===== config.mk =====
export PLATFORM = sky130hd
export DESIGN_NAME = writeback_queue
export DESIGN_NICKNAME = d
export VERILOG_FILES = /design/src/rtl/writeback_pkg.sv /design/src/rtl/wb_fifo.sv /design/src/rtl/writeback_queue.sv
export SDC_FILE = /design/constraint.sdc
export NUM_CORES = 1
export LEC_CHECK = 0
export ABC_CLOCK_PERIOD_IN_PS = 2600
export CAP_MARGIN = 10
export CORE_MARGIN = 2
export CORE_UTILIZATION = 35
export CTS_CLUSTER_SIZE = 24
export DETAILED_ROUTE_END_ITERATION = 7
export GPL_TIMING_DRIVEN = 0
export PLACE_DENSITY = 0.64
export SYNTH_ARGS = -nofsm -noshare
export SYNTH_HDL_FRONTEND = slang
export SYNTH_SLANG_ARGS = --single-unit

===== constraint.sdc =====
create_clock -name CLOCK -period 2.6 [get_ports CLOCK]
set_input_delay 0.52 -clock CLOCK [delete_from_list [all_inputs] [get_ports CLOCK]]
set_output_delay 0.52 -clock CLOCK [all_outputs]
set_load 0.05 [all_outputs]

===== src/rtl/writeback_pkg.sv =====
// Shared definitions for the writeback queue: opcode map, FSM encoding and
// the register-write predicate.
package writeback_pkg;

  localparam int unsigned OpLw   = 0;
  localparam int unsigned OpSw   = 1;
  localparam int unsigned OpAdd  = 2;
  localparam int unsigned OpSub  = 3;
  localparam int unsigned OpMul  = 4;
  localparam int unsigned OpDiv  = 5;
  localparam int unsigned OpAnd  = 6;
  localparam int unsigned OpOr   = 7;
  localparam int unsigned OpNot  = 8;
  localparam int unsigned OpCmp  = 9;
  localparam int unsigned OpJmp  = 10;
  localparam int unsigned OpJr   = 11;
  localparam int unsigned OpBeq  = 12;
  localparam int unsigned OpBne  = 13;
  localparam int unsigned OpHalt = 14;
  localparam int unsigned OpNop  = 15;

  typedef enum logic [1:0] {
    StIdle  = 2'd0,
    StWrite = 2'd1,
    StGap   = 2'd2
  } wb_state_e;

  // CMP only produces a register result when its option bit is set.
  function automatic logic is_reg_write(input int unsigned opcode, input logic opt);
    case (opcode)
      OpLw, OpAdd, OpSub, OpMul, OpDiv, OpAnd, OpOr, OpNot: return 1'b1;
      OpCmp:                                                return opt;
      default:                                              return 1'b0;
    endcase
  endfunction

endpackage


===== src/rtl/wb_fifo.sv =====
// Circular FIFO holding pending register writes; storage is exposed so the
// parent can search it for forwarding.
module wb_fifo #(
  parameter int unsigned WIDTH = 21,
  parameter int unsigned DEPTH = 4,
  localparam int unsigned PtrW = $clog2(DEPTH),
  localparam int unsigned CntW = PtrW + 1
) (
  input  logic             CLOCK,
  input  logic             RST,
  input  logic             i_push,
  input  logic [WIDTH-1:0] i_data,
  input  logic             i_pop,
  output logic [WIDTH-1:0] o_head,
  output logic [CntW-1:0]  o_count,
  output logic [PtrW-1:0]  o_rd_ptr,
  output logic [WIDTH-1:0] o_entries [DEPTH]
);

  logic [WIDTH-1:0] r_mem [DEPTH];
  logic [PtrW-1:0]  r_wr_ptr;
  logic [PtrW-1:0]  r_rd_ptr;
  logic [CntW-1:0]  r_count;

  always_ff @(posedge CLOCK) begin
    if (i_push) r_mem[r_wr_ptr] <= i_data;
  end

  // Pointers wrap naturally because DEPTH is a power of two.
  always_ff @(posedge CLOCK) begin
    if (!RST) begin
      r_wr_ptr <= '0;
      r_rd_ptr <= '0;
      r_count  <= '0;
    end else begin
      if (i_push) r_wr_ptr <= r_wr_ptr + PtrW'(1);
      if (i_pop)  r_rd_ptr <= r_rd_ptr + PtrW'(1);
      r_count <= r_count + CntW'(i_push) - CntW'(i_pop);
    end
  end

  assign o_head    = r_mem[r_rd_ptr];
  assign o_count   = r_count;
  assign o_rd_ptr  = r_rd_ptr;
  assign o_entries = r_mem;

endmodule


===== src/rtl/writeback_queue.sv =====
// Buffers retiring results and drains them into the register file at most one
// write per SLOT_CYCLES. Define WRITEBACK_QUEUE_FWD_EN to enable forwarding.
module writeback_queue
  import writeback_pkg::*;
#(
  parameter int unsigned DATA_W      = 16,
  parameter int unsigned RADDR_W     = 5,
  parameter int unsigned OPC_W       = 5,
  parameter int unsigned DEPTH       = 4,
  parameter int unsigned SLOT_CYCLES = 6
) (
  input  logic                     CLOCK,
  input  logic                     RST,
  input  logic                     IN_VALID,
  output logic                     IN_READY,
  input  logic [OPC_W-1:0]         OPCD_IN,
  input  logic [RADDR_W-1:0]       ADDR_REG_IN,
  input  logic [DATA_W-1:0]        DATA_IN,
  input  logic                     OPT_BIT_IN,
  output logic                     COND,
  output logic [RADDR_W-1:0]       ADDR_REG_OUT,
  output logic [DATA_W-1:0]        DATA_OUT,
  input  logic [RADDR_W-1:0]       FWD_ADDR,
  output logic                     FWD_HIT,
  output logic [DATA_W-1:0]        FWD_DATA,
  output logic [$clog2(DEPTH):0]   COUNT,
  output logic [1:0]               ESTADO
);

  localparam int unsigned PtrW    = $clog2(DEPTH);
  localparam int unsigned CntW    = PtrW + 1;
  localparam int unsigned EntW    = RADDR_W + DATA_W;
  localparam int unsigned GapW    = $clog2(SLOT_CYCLES + 1);
  localparam int unsigned GapLoad = (SLOT_CYCLES > 1) ? SLOT_CYCLES - 2 : 0;

  wb_state_e          r_state;
  wb_state_e          w_state_d;
  logic [GapW-1:0]    r_gap_cnt;
  logic [GapW-1:0]    w_gap_d;
  logic [RADDR_W-1:0] r_addr_out;
  logic [DATA_W-1:0]  r_data_out;

  logic               w_push;
  logic               w_pop;
  logic [EntW-1:0]    w_head;
  logic [CntW-1:0]    w_count;
  logic [PtrW-1:0]    w_rd_ptr;
  logic [EntW-1:0]    w_entries [DEPTH];

  assign IN_READY = (w_count < CntW'(DEPTH));
  // Non-writing opcodes and writes to r0 are consumed without being queued.
  assign w_push   = IN_VALID && IN_READY && is_reg_write(32'(OPCD_IN), OPT_BIT_IN) &&
                    (ADDR_REG_IN != '0);
  assign w_pop    = (w_state_d == StWrite);

  wb_fifo #(
    .WIDTH (EntW),
    .DEPTH (DEPTH)
  ) u_fifo (
    .CLOCK     (CLOCK),
    .RST       (RST),
    .i_push    (w_push),
    .i_data    ({ADDR_REG_IN, DATA_IN}),
    .i_pop     (w_pop),
    .o_head    (w_head),
    .o_count   (w_count),
    .o_rd_ptr  (w_rd_ptr),
    .o_entries (w_entries)
  );

  always_comb begin
    w_state_d = r_state;
    w_gap_d   = r_gap_cnt;
    case (r_state)
      StIdle: begin
        if (w_count != '0) w_state_d = StWrite;
      end
      StWrite: begin
        if (SLOT_CYCLES == 1) begin
          w_state_d = (w_count != '0) ? StWrite : StIdle;
        end else begin
          w_state_d = StGap;
          w_gap_d   = GapW'(GapLoad);
        end
      end
      StGap: begin
        if (r_gap_cnt == '0) w_state_d = (w_count != '0) ? StWrite : StIdle;
        else                 w_gap_d   = r_gap_cnt - GapW'(1);
      end
      default: w_state_d = StIdle;
    endcase
  end

  always_ff @(posedge CLOCK) begin
    if (!RST) begin
      r_state    <= StIdle;
      r_gap_cnt  <= '0;
      r_addr_out <= '0;
      r_data_out <= '0;
    end else begin
      r_state   <= w_state_d;
      r_gap_cnt <= w_gap_d;
      if (w_pop) begin
        r_addr_out <= w_head[EntW-1 -: RADDR_W];
        r_data_out <= w_head[DATA_W-1:0];
      end
    end
  end

  assign COND         = (r_state == StWrite);
  assign ADDR_REG_OUT = r_addr_out;
  assign DATA_OUT     = r_data_out;
  assign COUNT        = w_count;
  assign ESTADO       = r_state;

`ifdef WRITEBACK_QUEUE_FWD_EN
  // Scan oldest to youngest so the youngest matching entry wins.
  always_comb begin
    FWD_HIT  = 1'b0;
    FWD_DATA = '0;
    for (int k = 0; k < DEPTH; k++) begin
      if ((CntW'(k) < w_count) && (FWD_ADDR != '0) &&
          (w_entries[w_rd_ptr + PtrW'(k)][EntW-1 -: RADDR_W] == FWD_ADDR)) begin
        FWD_HIT  = 1'b1;
        FWD_DATA = w_entries[w_rd_ptr + PtrW'(k)][DATA_W-1:0];
      end
    end
  end
`else
  logic w_unused_fwd;

  assign FWD_HIT  = 1'b0;
  assign FWD_DATA = '0;

  always_comb begin
    w_unused_fwd = ^FWD_ADDR ^ ^w_rd_ptr;
    for (int k = 0; k < DEPTH; k++) begin
      w_unused_fwd = w_unused_fwd ^ ^w_entries[k];
    end
  end
`endif

endmodule

; Yosys cells after proc, flatten, opt, wreduce, memory -nomap -nowiden
; Index checks and enable logic that the tools add are counted.
[classes]
reduce_logical = 12
addsub = 5
mux = 13
n_eq_ne = 12
bitwise_logic = 2
order_cmp = 4
[op_table]
columns = operator, count
row1 = $bwmux 84, 1
row2 = $mux 21, 3
row3 = $bmux 21 s2, 1
row4 = $demux 21 s2, 1
row5 = $eq 5x3->1 const B, 4
row6 = $eq 5x2->1 const B, 2
row7 = $eq 5x4->1 const B, 2
row8 = $reduce_or 8->1, 1
row9 = $ge 3x3->1 const B, 2
row10 = $not 2->3, 2
row11 = $pmux 2 s3, 1
row12 = $pmux 3 s2, 1
row13 = $logic_not 5->1, 1
row14 = $reduce_bool 5->1, 1
row15 = $add 2x1->2 const B, 2
row16 = $eq 2x1->1 const B, 2
row17 = $logic_and 1x1->1, 4
row18 = $mux 2, 2
row19 = $add 3x1->3, 1
row20 = $logic_not 3->1, 1
row21 = $lt 3x1->1 const B, 1
row22 = $lt 3x3->1 const B, 1
row23 = $mux 3, 1
row24 = $reduce_bool 3->1, 1
row25 = 9 further kinds, 9
[word_totals]
wordCells = 59
reg_bits = 117
out_inout_bits = 45

; Longest topological paths before layout
[depth]
depth_word = 7
mapped_depth = 13

; Modules after synthesis
; From an unflattened synthesis, not the netlist that was laid out.
[unflattened]
cells_unflattened = 304
area_unflattened_um2 = 4715.8
[by_module_without_submodules]
columns = mod, cells_each, instances, seq_area_each_um2, area_each_um2
row1 = wb_fifo, 148, 1, 2662.6, 3459.6
row2 = writeback_queue, 156, 1, 520.5, 1256.2

; Worst setup path before layout
; No wires, ideal clock.
[synth_path]
path_type = reg2reg
from = reg r_state[1] (netlist: ESTADO[1])
to = reg u_fifo.r_count[2] (netlist: u_fifo.o_count[2])
slack_ps = -213
arrival_time_ps = 2698
n_path_buf = 1
setup_ps = 115
stages_incl_launch_ff = 12
t_required_ps = 2485
period_less_slack_ps = 2813
path_cell_list = dfxtp_1 > inv_1 > o211ai_4 > inv_2 > buf_2 > ha_1 > inv_1 > ha_1 > fa_1 > xnor2_1 > xnor2_1 > and2_1
[synth_between]
elab_chain_cells = 4
elab_cells_between_ends = 8
classes_between = add/sub (1) / eq/ne (3) / mux (3) / reduce/logical (1)
[synth_rtl]
columns = item, line
row1 = from (decl), writeback_queue.sv:36  ; wb_state_e r_state;
row2 = from (signal assigned), writeback_queue.sv:96  ; r_state <= StIdle;
row3 = from (signal assigned), writeback_queue.sv:101  ; r_state <= w_state_d;
row4 = $eq 2x2->1 (tied with other cells), writeback_queue.sv:74  ; case (r_state)
row5 = $pmux 2 s3 (*), writeback_queue.sv:74
row6 = $eq 2x1->1 (*), writeback_queue.sv:54  ; assign w_pop = (w_state_d == StWrite);
row7 = $sub 3x1->3 (*), wb_fifo.sv:38  ; r_count <= r_count + CntW'(i_push) - CntW'(i_pop);
row8 = to (signal assigned), wb_fifo.sv:38
row9 = to (decl), wb_fifo.sv:23  ; logic [CntW-1:0] r_count;
; Every way passes the cells marked *; elsewhere a longest branch is shown, timed or not.
; A chain may end at the register's enable or synchronous reset.

; Worst setup path after layout
[layout_path]
from = reg r_gap_cnt[0]
to = reg u_fifo.r_count[2] (netlist: u_fifo.o_count[2])
[layout_between]
elab_chain_cells = 5
[layout_rtl]
columns = item, line
row1 = from (decl), writeback_queue.sv:38  ; logic [GapW-1:0] r_gap_cnt;
row2 = from (signal assigned), writeback_queue.sv:102  ; r_gap_cnt <= w_gap_d;
row3 = $logic_not 3->1, writeback_queue.sv:87  ; if (r_gap_cnt == '0) w_state_d = (w_count != '0) ? StWrite : StIdle;
row4 = $mux 2, writeback_queue.sv:87
row5 = $pmux 2 s3, writeback_queue.sv:74
row6 = $eq 2x1->1, writeback_queue.sv:54
row7 = $sub 3x1->3, wb_fifo.sv:38
; No other way between the ends.

==> results by group <==
Logic synthesis
  – Cell count after synthesis: 302
  – Seq/Total Area, Yosys: 68.5%
  – Mapped Avg Cell Area: around 15 µm²
  – Distinct cell type count after synthesis: 35
  – Yosys reg bits: around 120
  – Syn. warnings: 0
  – Synthesized cell area: roughly 4600 µm²

GRT
  – GRT Total Usage: between 10% and 20%
  – First-pass GRT wire length: 14,300 µm
  – Remaining Overflow, GRT: 0
  – Largest net degree at the start of global routing: 22
  – Initial antenna violation count: 0
  – Vias in the first global route: about 2,700

Detailed routing
  – DRT antenna net count: 0
  – Drt drc: 0
  – Via density: ~4.5
  – DRT iter0 DRCs: 187
  – Drt pass-1 iters: 5
  – Via count: 2,667
  – DR WL/cell: 15.8 µm
  – DRT Wirelength: just over 9000 µm

Cells and area
  – Filler cell count in the final layout: 1,114
  – Most common cell after layout, fill and taps aside: edfxtp_1
  – Commonest non-fill, non-tap cells in the layout: 84 x edfxtp_1, 50 x nand2_1, 47 x clkdlybuf4s50_1
  – Share of cells above drive strength 1: between 20% and 30%
  – Final non-filler cell total: between 500 and 600
  – Area delta synth->final: 34.1%
  – Ant. Diodes: 0
  – Post-route cell area: roughly 6200 µm²
  – Multi-input gate area: between 1000 and 1500 µm²
  – Final #Nets: around 450
  – Storage cell area: between 3000 and 4000 µm²

Timing
  – Slew margin rel.: roughly 19%
  – Worst slew pin tran: between 1000 and 1500 ps
  – Final min period: 2480 ps
  – Peak Freq: 403 MHz
  – Setup ws final: roughly 120 ps
  – Worst Hold Slack: approximately 450 ps
  – Fin Clk Skew: 12.4 ps
  – Setup violations, final: 0
  – Max Slew Vio Count: 0
  – Final period utilization: a little over nine tenths
  – Final Hold Viols: 0

Worst hold path
  – Hold WC Path Type: reg -> reg

Floorplanning
  – Top Ports: 80
  – Die width: ~120 µm
  – DIE HEIGHT: about 120 µm
  – Die area: approximately 14,000 µm²
  – Core Area: about 13,000 µm²
  – FP Rows: 42
  – Initial Utilization: a little over a third

Placed design
  – HPWL Detailed: between 5000 and 6000 µm
  – Post-Place Cell Area: between 5000 and 6000 µm²
  – Port Buffers: 56
  – Placer Congestion: between 0.6 and 0.7
  – Place WS: -674 ps
  – DP Cell Count: 550

Critical path
  – Worst Path Arrival: 2780 ps
  – Critical Path Slowest Stage Cell: fa_2
  – Crit path max fanout: 5
  – Buf/Inv on CP: 3
  – Critical path class: reg -> reg
  – Crit-path cells: inv_1 > ha_2 > nor2b_4 > o211ai_4 > clkinv_4 > ha_1 > inv_1 > ha_2 > fa_2 > xnor2_2 > xnor2_1 > and2_1
  – Crit path max-delay family: adder cells
  – Crit start category: register
  – Crit. End Element: register
  – Worst Path Required: 2890 ps
  – CP max stage delay: between 300 and 400 ps

Pwr
  – Peak supply drop: between 0.4 and 0.5 mV
  – Final total power: 7000 µW
  – Leakage: ~0.0023 µW
  – Pwr/cell area: roughly 1100 nW/µm²

Clocking
  – Reg clk slew, reported paths: around 60 ps
  – CTS tree: yes
  – Num CTS Buffers: 17
  – H-Tree Depth: 4
  – Clk sinks: roughly 120
  – Root Driver: clkbuf_16
  – Clk buf depth: 2
  – Worst-Skew Late Latency: 410 ps

Outcome
  – Status: complete, no violations

Job
  – Max-cap violations: 0
## area by class of cell
cell class	instances	area share [%]
clock inverter	11	1.31
timing repair buffer	65	10.4
inverter	14	0.924
buffer	28	3.33
multi-input combinational	158	21.1
tap	176	3.53
clock buffer	21	8.25
sequential	117	51.2
## repair_timing
action / CTS / global route
buffers inserted: 3 / 5
pin swaps: 2 / 9
hold buffers: 0 / 0
gates resized for setup: 9 / 17
setup endpoints to repair: 86 / 26
## report_power, final
part / total (µW) / switching, µW / internal (µW)
Sequential: 2360 / 145 / 2220
Clock: 2280 / 854 / 1420
Combinational: 2370 / 1400 / 962
Total: 7000 / 2400 / 4600
## cell usage after synthesis (all sizes together)
| master | number | area (µm²) |
|---|---|---|
| a2111oi | 1 | 8.76 |
| a21boi | 9 | 67.6 |
| a21oi | 14 | 70.1 |
| a22oi | 1 | 7.51 |
| a31oi | 1 | 6.26 |
| and2 | 8 | 50.1 |
| buf | 27 | 205 |
| clkbuf | 2 | 7.51 |
| clkinv | 1 | 3.75 |
| conb | 1 | 3.75 |
| dfxtp | 33 | 661 |
| edfxtp | 84 | 2520 |
| fa | 1 | 20.0 |
| ha | 8 | 100 |
| inv | 13 | 48.8 |
| mux2i | 2 | 20.0 |
| mux4 | 21 | 473 |
| nand2 | 50 | 188 |
| nor2 | 4 | 15.0 |
| nor2b | 1 | 8.76 |
| nor3 | 3 | 20.0 |
| nor3b | 2 | 15.0 |
| o211ai | 1 | 21.3 |
| o21a | 4 | 30.0 |
| o21ai | 3 | 15.0 |
| o31ai | 1 | 7.51 |
| or3 | 1 | 11.3 |
| or4 | 2 | 15.0 |
| xnor2 | 3 | 26.3 |
## layer usage
layer	global-route usage (%)	share of wire, %	up-vias
met2	22.1	48	88
met4	4.91	1.0	0
li1	-	-	1267
met5	0	0	-
met3	5.08	5.7	11
met1	16.9	45	1301
## state kept, by name, indices dropped and copies added, names as in the netlist
register and cells:
u_fifo.o_entries 84, DATA_OUT 16, ADDR_REG_OUT 5, r_gap_cnt 3, u_fifo.o_count 3, ESTADO 2, u_fifo.o_rd_ptr 2, u_fifo.r_wr_ptr 2
## logic make-up (layout without fill, tap and decap cells)
| group | after synthesis | count (layout) | synth area share, % |
|---|---|---|---|
| buf+inv | 43 | 139 | 5.71 |
| compound gates | 35 | 35 | 5.03 |
| fa+ha+maj | 9 | 9 | 2.58 |
| mux | 23 | 23 | 10.6 |
| flops | 117 | 117 | 68.5 |
| xor+xnor | 3 | 3 | 0.565 |
| simple gates | 71 | 71 | 6.94 |
| other cells | 1 | 17 | 0.0807 |
## path summary, 6_finish.rpt
path | start | to | slack (ps) | cells after the start
worst max-delay path | r_gap_cnt[0] | u_fifo.o_count[2] | 120 | 12
worst max register to register | r_gap_cnt[0] | u_fifo.o_count[2] | 120 | 12
worst min-delay path | ADDR_REG_OUT[0] | ADDR_REG_OUT[0] | 450 | 2
worst min register to register | ADDR_REG_OUT[0] | ADDR_REG_OUT[0] | 450 | 2
## tightest hold or removal path: stages (launching register included)
cell and delay [ps]:
dfxtp_1 300, nand2_1 50, a21oi_1 50
## metrics by stage
| step | utilization [%] | TNS, ps |
|---|---|---|
| after floorplan | - | 0 |
| after global placement | 42.1 | -50820 |
| after detailed placement | 42.1 | -52880 |
| after CTS | 46.9 | 0 |
| after global routing | 47.6 | -37.0 |
| final | 47.6 | 0 |
No activity file was read; power rests on OpenSTA's default activity.
==> patch: new RTL, same settings <==
Reset style: asynchronous (`RST`), changed in 2 clocked blocks.
--- a/src/rtl/wb_fifo.sv
+++ b/src/rtl/wb_fifo.sv
@@ -29,3 +29,3 @@
   // Pointers wrap naturally because DEPTH is a power of two.
-  always_ff @(posedge CLOCK) begin
+  always_ff @(posedge CLOCK or negedge RST) begin
     if (!RST) begin
--- a/src/rtl/writeback_queue.sv
+++ b/src/rtl/writeback_queue.sv
@@ -93,3 +93,3 @@
 
-  always_ff @(posedge CLOCK) begin
+  always_ff @(posedge CLOCK or negedge RST) begin
     if (!RST) begin
Check against the original RTL: differs if RST is asserted again (counterexample within 4 cycles, from zero or initial values and one cycle with RST low); with RST held inactive, the same outputs for 10 cycles.
==> patch against the unedited design <==
Sequential cell count unchanged. Synthesized area is 0.75% higher. Total power is 12% higher. Global-route usage is 0.60 points lower. First-iteration DRC count shrank 51%. Wire length down 8.8%. Cell area decreased by 1.3%. Worst setup slack lost 0.038 ns. Worst hold slack worse by 0.23 ns. Largest cell class unchanged.
==> patch: results (changes against the unedited design) <==
* Placer congestion estimate at 0.669 (-3.5%)
* R2R setup slack at 0.34 ns (+0.22 ns)
* Maximum vdd drop at 0.466 mV (-5.0%)
* FILL cells at 1136 (+2.0%)
* Multiplexer share of the synthesized area at 15.5% (+4.9 points)
* Vias per inst at 4.54 (+0.37%)
* Arrival @ worst endpoint at 2.82 ns (+0.04 ns)
* Synth Area in Adders at 2.56% (-0.019 points)
* WL final at 8500 um (-8.8%)
* Dpl hpwl at 5270 um (-9.9%)
* Sw frac at 33.7% (-0.61 points)
* Slew @ Worst Pin at 0.859 ns (-0.349 ns)
* Hold Crit Class: in -> async
* Total Routing Usage GR at 13.1% (-0.60 points)
* Reg-to-Reg Start: r_gap_cnt[1]$_DFFE_PN0P_
* Syn avg cell area at 19.3 um2 (+25%)
* Status: complete, no violations
* Hold slack at 0.224 ns (-0.229 ns)
* Port Buf Inserts at 57 (+1.8%)
* Largest net degree at the start of global routing at 34 (+55%)
* Sequential element share of the synthesized area at 71.5% (+3.0 points)
* XOR/XNOR Fraction of Synth Area at 0.935% (+0.37 points)
* Share of layout cells above drive strength 1 at 29.5% (+3.7 points)
* Post-synth ARST share at 28.2% (+28 points)
* Logic pwr share at 38.0% (+4.2 points)
* Post-Layout Cell Count at 525 (-11%)
* First-pass GRT wire length at 13300 um (-6.7%)
* Number of detailed-route iterations in the first pass at 6 (+1)
* Nets at 380 (-15%)
* Placed cells at 492 (-11%)
* Worst Setup SP: ADDR_REG_IN[4]
* Reg2reg path depth at 10 (-2)
* Placement Setup Slack at -0.599 ns (+0.0742 ns)
* P_leak at 0.00228 uW (+1.3%)
* Compound-cell area share of the yosys netlist at 2.32% (-2.7 points)
* Synth area leaders: edfxtp_1, dfrtp_1, mux4_2
* Fin Clk Skew at 0.00676 ns (-0.00562 ns)
[patch: cell count changes after synthesis, sizes merged, moves of 3 or more]
cell / unedited run / this run
buf: 27 / 23
dfrtp: 0 / 33
mux2: 0 / 22
nand2: 50 / 6
and2: 8 / 4
o21a: 4 / 1
a21boi: 9 / 0
dfxtp: 33 / 0
a21oi: 14 / 1
[patch: critical path, stage by stage]
cell,delay [ns]
clkdlybuf4s50_1,0.49
or4_4,0.47
o211ai_4,0.20
nor3_4,0.07
inv_1,0.07
ha_1,0.13
inv_1,0.04
ha_1,0.19
fa_1,0.38
xnor2_1,0.14
xnor2_1,0.12
[patch: worst max path at each step]
stage / endpoint / slack [ns] / cells past startpoint
3_3_place_gp: u_fifo.o_entries[73]$_DFFE_PP_ / -0.56 / 5
4_1_cts: u_fifo.o_count[2]$_DFF_PN0_ / 0.07 / 11
6_report: u_fifo.o_count[2]$_DFF_PN0_ / 0.08 / 11
3_5_place_dp: u_fifo.o_entries[31]$_DFFE_PP_ / -0.60 / 5
2_1_floorplan: u_fifo.o_count[2]$_DFF_PN0_ / 0.12 / 10
5_1_grt: u_fifo.o_count[2]$_DFF_PN0_ / 0.002 / 11
[patch: layer usage]
metal  up-vias  wire [um]  GRT usage (%)
met3        13        416           5.13
met5         -          0              0
li1       1080          -              -
met4         0        136           6.18
met2        63       4490           22.1
met1      1226       3460           14.5
[patch: final cells by class]
| class | count | area, um2 | share of cell area (%) |
|---|---|---|---|
| multi-input cells | 105 | 1190 | 19.4 |
| plain buffers | 26 | 185 | 3.01 |
| inverters | 11 | 41.3 | 0.671 |
| clock buffers | 19 | 433 | 7.04 |
| repair buffers | 58 | 568 | 9.24 |
| flip-flops and latches | 117 | 3350 | 54.4 |
| clock inverters | 13 | 163 | 2.64 |
| well taps | 176 | 220 | 3.58 |
